<file path="config.mk">
export PLATFORM = sky130hd
export DESIGN_NAME = freq_sweep_ctrl
export DESIGN_NICKNAME = d
export VERILOG_FILES = /design/src/rtl/freq_sweep_ctrl.sv
export SDC_FILE = /design/constraint.sdc
export NUM_CORES = 1
export LEC_CHECK = 0
export BUFFER_PORTS_ARGS = -buffer_cell sky130_fd_sc_hd__buf_2
export CORE_UTILIZATION = 55
export DETAILED_ROUTE_END_ITERATION = 16
export HOLD_SLACK_MARGIN = 0.03
export PLACE_DENSITY = 0.78
export SYNTH_ARGS = -nofsm -noshare
export SYNTH_HDL_FRONTEND = slang
export SYNTH_SLANG_ARGS = --single-unit
export TNS_END_PERCENT = 100
</file>
<file path="constraint.sdc">
create_clock -name clk -period 5.5 [get_ports clk]
set_input_delay 1.1 -clock clk [delete_from_list [all_inputs] [get_ports clk]]
set_output_delay 1.1 -clock clk [all_outputs]
set_load 0.02 [all_outputs]
</file>
<file path="src/rtl/freq_sweep_ctrl.sv">
`default_nettype none
// ----------------------------------------------------------------------------
// freq_sweep_ctrl : DDS tuning-word sweep controller (ramp/sawtooth/triangle)
// Revision 1.0
// ----------------------------------------------------------------------------
module freq_sweep_ctrl #(
  parameter int DWELL_W = 24
) (
  input  logic               clk,
  input  logic               rst_n,
  input  logic               start,
  input  logic               stop,
  input  logic [1:0]         mode,
  input  logic [31:0]        f_start,
  input  logic [31:0]        f_stop,
  input  logic [31:0]        f_step,
  input  logic [DWELL_W-1:0] dwell,
  output logic [31:0]        freq_c,
  output logic               busy,
  output logic               step_stb,
  output logic               done
);

  typedef enum logic [1:0] {
    S_IDLE = 2'd0,
    S_UP   = 2'd1,
    S_DOWN = 2'd2
  } state_t;

  state_t             state_q, state_d;
  logic [31:0]        freq_q, freq_d;
  logic [DWELL_W-1:0] cnt_q, cnt_d;
  logic [1:0]         mode_q, mode_d;
  logic [31:0]        f_start_q, f_start_d;
  logic [31:0]        f_stop_q, f_stop_d;
  logic [31:0]        f_step_q, f_step_d;
  logic [DWELL_W-1:0] dwell_q, dwell_d;
  logic               step_stb_q, step_stb_d;
  logic               done_q, done_d;
  logic               done_pend_q, done_pend_d;

  logic [32:0]        sum;
  logic [32:0]        diff;
  logic [31:0]        up_next;
  logic [31:0]        dn_next;
  logic               dwell_end;

  // Clamp on carry/borrow as well, so the word never wraps around.
  always_comb begin
    sum       = {1'b0, freq_q} + {1'b0, f_step_q};
    diff      = {1'b0, freq_q} - {1'b0, f_step_q};
    up_next   = (sum[32] || (sum[31:0] >= f_stop_q)) ? f_stop_q : sum[31:0];
    dn_next   = (diff[32] || (diff[31:0] <= f_start_q)) ? f_start_q : diff[31:0];
    dwell_end = (cnt_q == dwell_q);
  end

  always_comb begin
    state_d     = state_q;
    freq_d      = freq_q;
    cnt_d       = cnt_q;
    mode_d      = mode_q;
    f_start_d   = f_start_q;
    f_stop_d    = f_stop_q;
    f_step_d    = f_step_q;
    dwell_d     = dwell_q;
    step_stb_d  = 1'b0;
    done_d      = done_pend_q && !stop;
    done_pend_d = 1'b0;

    case (state_q)
      S_IDLE: begin
        if (start && !stop) begin
          mode_d     = mode;
          f_start_d  = f_start;
          f_stop_d   = f_stop;
          f_step_d   = f_step;
          dwell_d    = dwell;
          freq_d     = f_start;
          step_stb_d = 1'b1;
          cnt_d      = '0;
          if (mode != 2'b11) begin
            if ((f_step == 32'd0) || (f_stop <= f_start))
              done_pend_d = 1'b1;
            else
              state_d = S_UP;
          end
        end
      end

      S_UP: begin
        if (stop) begin
          state_d = S_IDLE;
          cnt_d   = '0;
        end else if (dwell_end) begin
          cnt_d = '0;
          if (freq_q == f_stop_q) begin
            case (mode_q)
              2'b01: begin
                freq_d     = f_start_q;
                step_stb_d = 1'b1;
              end
              2'b10: begin
                state_d    = S_DOWN;
                freq_d     = dn_next;
                step_stb_d = 1'b1;
              end
              default: begin
                state_d = S_IDLE;
                done_d  = 1'b1;
              end
            endcase
          end else begin
            freq_d     = up_next;
            step_stb_d = 1'b1;
          end
        end else begin
          cnt_d = cnt_q + DWELL_W'(1);
        end
      end

      S_DOWN: begin
        if (stop) begin
          state_d = S_IDLE;
          cnt_d   = '0;
        end else if (dwell_end) begin
          cnt_d      = '0;
          step_stb_d = 1'b1;
          if (freq_q == f_start_q) begin
            state_d = S_UP;
            freq_d  = up_next;
          end else begin
            freq_d  = dn_next;
          end
        end else begin
          cnt_d = cnt_q + DWELL_W'(1);
        end
      end

      default: state_d = S_IDLE;
    endcase
  end

  always_ff @(posedge clk or negedge rst_n) begin
    if (!rst_n) begin
      state_q     <= S_IDLE;
      freq_q      <= '0;
      cnt_q       <= '0;
      mode_q      <= '0;
      f_start_q   <= '0;
      f_stop_q    <= '0;
      f_step_q    <= '0;
      dwell_q     <= '0;
      step_stb_q  <= 1'b0;
      done_q      <= 1'b0;
      done_pend_q <= 1'b0;
    end else begin
      state_q     <= state_d;
      freq_q      <= freq_d;
      cnt_q       <= cnt_d;
      mode_q      <= mode_d;
      f_start_q   <= f_start_d;
      f_stop_q    <= f_stop_d;
      f_step_q    <= f_step_d;
      dwell_q     <= dwell_d;
      step_stb_q  <= step_stb_d;
      done_q      <= done_d;
      done_pend_q <= done_pend_d;
    end
  end

  assign freq_c   = freq_q;
  assign busy     = (state_q != S_IDLE);
  assign step_stb = step_stb_q;
  assign done     = done_q;

endmodule
`default_nettype wire

</file>
# == Yosys cells after proc, flatten, opt, wreduce, memory -nomap -nowiden ==
# Index checks and enable logic that the tools add are counted.
# op_classes
reduce_logical,17
addsub,3
n_eq_ne,21
order_cmp,3
n_mux,43
# op_table
op,count
2-to-1 mux 32 bit,9
case mux 32 bit (3 select lines),1
2-to-1 mux 24 bit,3
== test 32 bit,2
less-or-equal comparator 32 bit,2
case mux 32 bit (2 select lines),1
case mux 24 bit (2 select lines),1
adder 32 x 32 -> 33 bit,1
subtractor 32 x 32 -> 33 bit,1
greater-or-equal comparator 32 bit,1
zero test 32 bit,1
"adder 24 x 1 -> 24 bit, second input constant",1
== test 24 bit,1
2-to-1 mux 2 bit,9
2-to-1 mux 1 bit,16
"!= test 2 bit, second input constant",8
"!= test 3 bit, second input constant",5
AND reduction 8 bit,1
AND reduction 7 bit,1
case mux 2 bit (3 select lines),1
"== test 2 x 1 -> 1 bit, second input constant",2
"== test 2 bit, second input constant",2
"!= test 4 x 2 -> 1 bit, second input constant",1
case mux 2 bit (2 select lines),1
9 further kinds,15
# totals
in_bits,126
reg_bits,183
wordCells,98
out_inout_bits,35

# == Logic depth before layout (Yosys ltp) ==
# Gate-level depths: netlist (run 1).
# logic_depth
word_depth,9
depth_mapped,24
depth_no_buf,22

# == Worst setup path before layout (run 1) ==
# Ideal clock, no wire load.
# synth_path
kind,register to register
from,register freq_q[0] (netlist: freq_c[0])
to,register freq_q[26] (netlist: freq_c[26])
stages_incl_launch_ff,24
path_slack_ps,199
setup_time_ps,136
t_required_ps,5364
arrival_time_ps,5165
synth_period_minus_slack_ps,5301
n_path_buf,1
cell_sequence,dfrtp_1 inv_1 ha_1 fa_1 nand2b_1 a21o_1 a311o_1 a211oi_2 nor2_1 o41ai_1 nand4_1 o311a_1 ha_1 nand2_1 nor3_1 o21ai_0 o21ai_0 o21ai_0 nor3_1 buf_2 nor2_1 a211o_1 o2111ai_1 o211ai_1
# synth_between
elab_chain_cells,9
elab_cells_between_ends,20
classes_between,add/sub (2); order compare (2); eq/ne (3); mux (10); reduce/logical (3)
# synth_rtl
element,line,text
start: declaration,31,"logic [31:0] freq_q, freq_d;"
start signal: assignment,158,freq_q <= freq_d;
subtractor 32 x 32 -> 33 bit,51,"diff = {1'b0, freq_q} - {1'b0, f_step_q};"
less-or-equal comparator 32 bit,53,dn_next = (diff[32] || (diff[31:0] <= f_start_q)) ? f_start_q : diff[31:0];
logical OR 1 bit,53,
2-to-1 mux 32 bit,53,
case mux 32 bit (2 select lines),97,case (mode_q)
2-to-1 mux 32 bit,96,if (freq_q == f_stop_q) begin
2-to-1 mux 32 bit,94,end else if (dwell_end) begin
2-to-1 mux 32 bit,91,if (stop) begin
case mux 32 bit (3 select lines),70,case (state_q)
# Several ways; a longest one is shown, not always the timed one. The select of a mux whose other input is x is not followed.
# A chain may end at the register's enable or synchronous reset.

# == Worst setup path after layout (run 1) ==
# layout_path
from,register freq_q[0] (netlist: freq_c[0])
to,register freq_q[7] (netlist: freq_c[7])
# Same word-level chain as after synthesis.

==> results of run 1 <==
==> synth_stat cells (all sizes together), types with 17 or more instances <==
master	count	area, µm²
a211oi	22	170
a21o	30	225
a21oi	190	951
buf	26	150
clkbuf	67	251
dfrtp	183	4580
ha	167	2090
inv	174	653
mux2	97	1100
nand2	151	567
nand3	37	185
nand4	39	244
nor2	124	473
nor2b	21	131
nor3	37	185
nor4	30	188
o211ai	28	215
o21a	17	128
o21ai	133	666
o31ai	21	163
xnor2	91	797
xor2	61	534
==> cells in the final DEF (no fill, tap or decap), types with 5 or more instances in the layout <==
cell type	instances
inv_1	174
buf_4	127
buf_2	159
and3_1	11
or2_2	7
a31oi_1	13
o21a_1	16
a211o_1	10
o211ai_1	27
nor2_1	121
a21oi_1	188
o31ai_1	19
nand2_1	148
xnor2_1	90
nand4_1	39
a221oi_1	7
dfrtp_1	183
mux2i_1	11
nor4_1	28
a21o_1	30
nand2b_1	15
a21boi_0	6
o22ai_1	9
nor3_1	33
mux2_2	96
o21bai_1	14
clkbuf_16	17
a211oi_1	21
ha_1	165
nand3_1	37
xor2_1	61
o221ai_1	6
or3_1	5
o21ai_0	127
nor2b_1	21
==> cells by family (layout without fill, tap and decap cells) <==
family | after synthesis | in the layout
AOI/OAI and AO/OA | 560 | 560
and+or+nand+nor | 494 | 495
buffers and inverters | 268 | 499
DFF | 183 | 183
adders and majority gates | 169 | 169
xor gates and xnor gates | 152 | 152
muxes | 108 | 108
==> cell type report <==
type                    count  area (µm²)
repair buffers            292        1850
fillers                  2467        9880
flip-flops and latches    183        4580
clock inverters            15         209
well taps                 384         480
clock buffers              17         425
multi-input cells        1484       10800
inverters                 175         657
==> worst max path at each step <==
stage	start	endpoint	slack, ns	cells after the start
CTS	freq_c[0]	freq_c[7]	0.02	23
finish	freq_c[0]	freq_c[7]	0.17	25
floorplan	freq_c[0]	freq_c[26]	0.20	23
global placement	freq_c[0]	freq_c[7]	-0.08	23
detailed placement	freq_c[0]	freq_c[7]	-0.26	23
global route	f_step_q[1]	freq_c[19]	-0.09	27
==> worst max-delay path: stages (launching register included) <==
cell and delay (ns):
dfrtp_1 0.35, buf_4 0.15, ha_1 0.16, inv_1 0.05, fa_1 0.42, nor3_2 0.19
o311ai_2 0.18, a2111oi_4 0.44, o211ai_1 0.18, a21o_1 0.25, a21boi_2 0.16, a211oi_1 0.10
xnor2_1 0.26, ha_1 0.29, nor2b_1 0.13, o21ai_0 0.15, o211ai_1 0.14, nor4_2 0.34
buf_4 0.18, o21ai_4 0.07, nor2_4 0.12, buf_4 0.16, buf_4 0.17, o21ai_0 0.12
a221oi_1 0.30, a21oi_1 0.13
==> sequential cells by signal, summed over array words and instances (netlist names) <==
name,cells
f_step_q,32
dwell_q,24
step_stb,1
done_pend_q,1
f_stop_q,32
state_q,2
freq_c,32
cnt_q,24
f_start_q,32
done,1
mode_q,2
==> layer usage <==
metal  GRT usage  vias to the layer above  routed length (µm)  part of all wire
met4       0.147                        4                2180             0.036
met2       0.565                      846               24600              0.41
li1            -                     7339                   -                 -
met3      0.0991                      112                6340              0.11
met5           0                        -                  22           0.00037
met1       0.567                     7712               26800              0.45
==> timing repair <==
action	4_1_cts	5_1_grt
pin swaps	1	12
cloned	0	1
gates resized for setup	7	39
hold buffers	0	0
setup endpoints to repair	32	32
setup buffers	0	7
hold endpoints to repair	0	0
==> metrics by stage <==
| stage | hold slack, ns | utilization | TNS, ns | worst slack (ns) |
|---|---|---|---|---|
| finish | 0.506 | 0.658 | 0 | 0.168 |
| global route | 0.537 | 0.658 | -0.456 | -0.0859 |
| CTS | 0.510 | 0.650 | 0 | 0.0206 |
| detailed placement | 0.480 | 0.627 | -4.49 | -0.265 |
| global placement | 0.467 | 0.627 | -0.485 | -0.0761 |
| floorplan | 0.442 | - | 0 | 0.199 |
==> results.sh, run 1 <==
export IMPL_status="finished clean"
export IMPL_synth_fa_ha_area_frac=0.132
export IMPL_io_pins=161
export IMPL_antenna_found_initial=2
export IMPL_start_util=0.561
export IMPL_crit_type="reg -> reg"
export IMPL_worstHoldStart="done_pend_q"
export IMPL_synth_edff_count=0
export IMPL_required_ns=5.83
export IMPL_dp_cells=2510
export IMPL_fin_area_mm2=0.0190
export IMPL_dp_hpwl_mm=47.9
export IMPL_clk_pin_slew_worst_paths_ns=0.08
export IMPL_synthArstFlopShare=1.00
export IMPL_wl_per_cell_um=23.5
export IMPL_clock_path_buffers=2
export IMPL_drtIter0Drc=1784
export IMPL_diodes=0
export IMPL_hp_class="reg -> reg"
export IMPL_syn_nets=2229
export IMPL_hold_depth=2
export IMPL_period_minus_slack_ns=5.33
export IMPL_cts_tree="done"
export IMPL_grt_pass1_vias=14900
export IMPL_synth_compound_area_frac=0.218
export IMPL_syn_area_mm2=0.0162
export IMPL_die_height_um=174
export IMPL_area_growth_pct=17.3
export IMPL_start_kind="flip-flop"
export IMPL_ys_seq_elements=183
export IMPL_relSlewSlack=0.327
export IMPL_drt_pass1_iter_count=6
export IMPL_cp_max_fo=10
export IMPL_reg2reg_slack_ns=0.17
export IMPL_instances_no_fill=2550
export IMPL_rr_endpoint="freq_c[7]"
export IMPL_yosys_area_share_simple=0.145
export IMPL_final_setup_skew_ns=0.0172
export IMPL_tightest_slew_ns=0.999
export IMPL_core_area_mm2=0.0289
export IMPL_grt_max_degree=105
export IMPL_core_rowCount=62
export IMPL_avgSynthCellArea_um2=8.37
export IMPL_yosysWarnings=0
export IMPL_finalMaxSlewViolations=0
export IMPL_final_hold_viol_count=0
export IMPL_maxCapViolCount=0
export IMPL_fin_crit_sh=0.970
export IMPL_via_per_inst=6.28
export IMPL_ctsHtreeMaxLevel=4
export IMPL_grt_use_total=0.394
export IMPL_arrival_ns=5.67
export IMPL_postSynthCellCount=1934
export IMPL_gp_congestion=1.06
export IMPL_port_buffers=160
export IMPL_clock_sinks=183
export IMPL_wirelength_mm=59.9
export IMPL_via_count=16000
export IMPL_antenna_left=0
export IMPL_die_area_mm2=0.0301
export IMPL_clockRootBuffer="clkbuf_16"
export IMPL_die_w_um=174
export IMPL_drive_gt1_frac=0.221
export IMPL_reg2reg_depth=25
export IMPL_grt_pass1_wl_mm=88.6
export IMPL_ys_seq_area_frac=0.283
export IMPL_route_detailed_drc=0
export IMPL_crit_path_end_kind="flip-flop"
export IMPL_overflow=0
export IMPL_reg2reg_from="freq_c[0]"
export IMPL_numCtsBuffers=17
export IMPL_ys_flop_type="dfrtp_1"
export IMPL_placed_cell_area_mm2=0.0181
export IMPL_fin_nets=2448
export IMPL_synthXorXnorAreaFrac=0.0823
export IMPL_synth_top_family_by_area="compound AO/OA/AOI/OAI gates"
export IMPL_setup_viol=0
export IMPL_yosysUniqueCellTypes=76
export IMPL_worstHoldEndpoint="done"
export IMPL_synth_mux_area_frac=0.0745
export IMPL_clk_latency_ns=0.46
export IMPL_fmax_mhz=188
Power of run 1 is left out: the tool's default activity adds up to more than one toggle a clock period on the data nets, which glitch-free logic cannot reach.
==> run 2, diff against run 1 <==
--- a/config.mk
+++ b/config.mk
@@ -7,8 +7,10 @@
 export LEC_CHECK = 0
 export BUFFER_PORTS_ARGS = -buffer_cell sky130_fd_sc_hd__buf_2
-export CORE_UTILIZATION = 55
+export CELL_PAD_IN_SITES_DETAIL_PLACEMENT = 0
+export CELL_PAD_IN_SITES_GLOBAL_PLACEMENT = 1
+export CORE_UTILIZATION = 42
 export DETAILED_ROUTE_END_ITERATION = 16
 export HOLD_SLACK_MARGIN = 0.03
-export PLACE_DENSITY = 0.78
+export PLACE_DENSITY_LB_ADDON = 0.1
 export SYNTH_ARGS = -nofsm -noshare
 export SYNTH_HDL_FRONTEND = slang
==> constraint.sdc (replaced) <==
create_clock -name clk -period 5.5 [get_ports clk]
set_input_delay 0.55 -clock clk [delete_from_list [all_inputs] [get_ports clk]]
set_output_delay 0.55 -clock clk [all_outputs]
set_load 0.02 [all_outputs]
==> run 2 against run 1 <==
Flip-flop and latch count is the same. Register-to-register slack gained 0.02 ns. Worst setup slack gained 0.023 ns. Sequential share of layout area shrank 0.54 points. First-iteration DRC count shrank 22%. Largest cell class unchanged. Design area grew 2.3%. Critical path depth is the same. Global-route usage shrank 6.5 points. Die area grew 31%. Cell count grew 5.8%.
==> results.sh, run 2 (synthesis gave the netlist of run 1 again) <==
export IMPL_status="finished clean"
export IMPL_drtIter0Drc=1395
export IMPL_gp_congestion=0.983
export IMPL_core_rowCount=71
export IMPL_start_kind="flip-flop"
export IMPL_cpPeakStageDelay_ns=0.43
export IMPL_ctsHtreeMaxLevel=4
export IMPL_tightest_slew_ns=0.983
export IMPL_clock_path_buffers=2
export IMPL_clockRootBuffer="clkbuf_16"
export IMPL_crit_path_frequent_cell="buf_4"
export IMPL_die_area_mm2=0.0393
export IMPL_grt_pass1_wl_mm=93.6
export IMPL_via_per_inst=5.77
export IMPL_final_hold_viol_count=0
export IMPL_dp_cells=2645
export IMPL_cts_tree="done"
export IMPL_crit_path_end_kind="flip-flop"
export IMPL_setup_viol=0
export IMPL_finalMaxSlewViolations=0
export IMPL_antenna_left=0
export IMPL_fmax_mhz=188
export IMPL_core_area_mm2=0.0378
export IMPL_die_height_um=198
export IMPL_final_setup_skew_ns=0.0207
export IMPL_fin_area_mm2=0.0194
export IMPL_area_growth_pct=20.0
export IMPL_grt_use_total=0.328
export IMPL_die_w_um=198
export IMPL_wirelength_mm=63.6
export IMPL_slowest_stage="dfrtp_1"
export IMPL_drive_gt1_frac=0.235
export IMPL_rsz0062_at_grt="true"
export IMPL_reg2reg_depth=25
export IMPL_io_pins=161
export IMPL_period_minus_slack_ns=5.31
export IMPL_overflow=0
export IMPL_layout_common_cells="a21oi_1, dfrtp_1, inv_1, ha_1, buf_2"
export IMPL_port_buffers=160
export IMPL_required_ns=5.87
export IMPL_via_count=15600
export IMPL_final_common_cell="a21oi_1"
export IMPL_antenna_found_initial=2
export IMPL_cp_max_fo=11
export IMPL_clk_pin_slew_worst_paths_ns=0.09
export IMPL_wl_per_cell_um=23.6
export IMPL_reg2reg_slack_ns=0.19
export IMPL_start_util=0.429
export IMPL_crit_type="reg -> reg"
export IMPL_relSlewSlack=0.339
export IMPL_grt_max_degree=104
export IMPL_diodes=0
export IMPL_arrival_ns=5.67
export IMPL_route_detailed_drc=0
export IMPL_numCtsBuffers=17
export IMPL_hold_buffers=0
export IMPL_fin_nets=2468
export IMPL_drt_pass1_iter_count=5
export IMPL_dp_hpwl_mm=51.4
export IMPL_fin_crit_sh=0.965
export IMPL_hp_class="in -> async"
export IMPL_placed_cell_area_mm2=0.0183
export IMPL_clock_sinks=183
export IMPL_grt_pass1_vias=15000
export IMPL_instances_no_fill=2697
export IMPL_maxCapViolCount=0
export IMPL_clk_latency_ns=0.51
export IMPL_fin_setup_tns_ns=0
run 2: cell types whose count changed in the layout (fill, tap and decap cells not counted), moves of 4 or more:
cell,before,now
buf_4,127,140
a21oi_1,188,183
a211oi_2,0,5
a21oi_2,2,7
a211oi_1,21,17
buf_6,1,5
run 2: worst paths after layout:
check / start / end
max: f_step_q[0] / freq_c[30]
min: rst_n / freq_c[9]
max reg2reg: f_step_q[0] / freq_c[30]
min reg2reg: dwell_q[18] / dwell_q[18]
max in group asynchronous: rst_n / f_step_q[1]
min in group clk: mode[0] / done_pend_q
run 2: final cells by class:
type / instances / area (µm²)
multi-input cells: 1483 / 10900
repair buffers: 313 / 2080
clock inverters: 13 / 139
well taps: 511 / 639
clock buffers: 19 / 443
inverters: 175 / 657
flip-flops and latches: 183 / 4580
fillers: 3684 / 18300
run 2: critical path, delay by kind of cell, from the launching register on:
kind	cells	cell delay, ns
AO/OA/AOI/OAI	11	2.09
adder cells (fa/ha/maj)	3	0.91
buffers and inverters	6	0.89
AND/OR/NAND/NOR	4	0.73
flip-flops	1	0.43
XOR/XNOR	1	0.09
run 2: what timing repair did:
item,in CTS,in global routing
resized for setup,19,56
gates cloned,0,1
setup buffers,2,17
pin swaps,4,38
setup endpoints to repair,32,32
run 2: metal layers:
layer | vias to the layer above | track usage | share of wire
met5 | - | 0 | 0
met4 | 0 | 0.120 | 0.033
met3 | 89 | 0.0586 | 0.066
met2 | 595 | 0.494 | 0.43
met1 | 7504 | 0.466 | 0.47
li1 | 7365 | - | -
run 2: through the flow:
| stage | util | setup WS (ns) | hold slack [ns] |
|---|---|---|---|
| after global placement | 0.486 | -0.329 | 0.508 |
| after global routing | 0.514 | -0.0957 | 0.150 |
| after detailed placement | 0.486 | -0.487 | 0.515 |
| after CTS | 0.504 | 0.00237 | 0.134 |
| final | 0.514 | 0.191 | 0.0528 |
| after floorplan | - | 0.199 | 0.254 |
Power of run 2 is left out for the same reason.
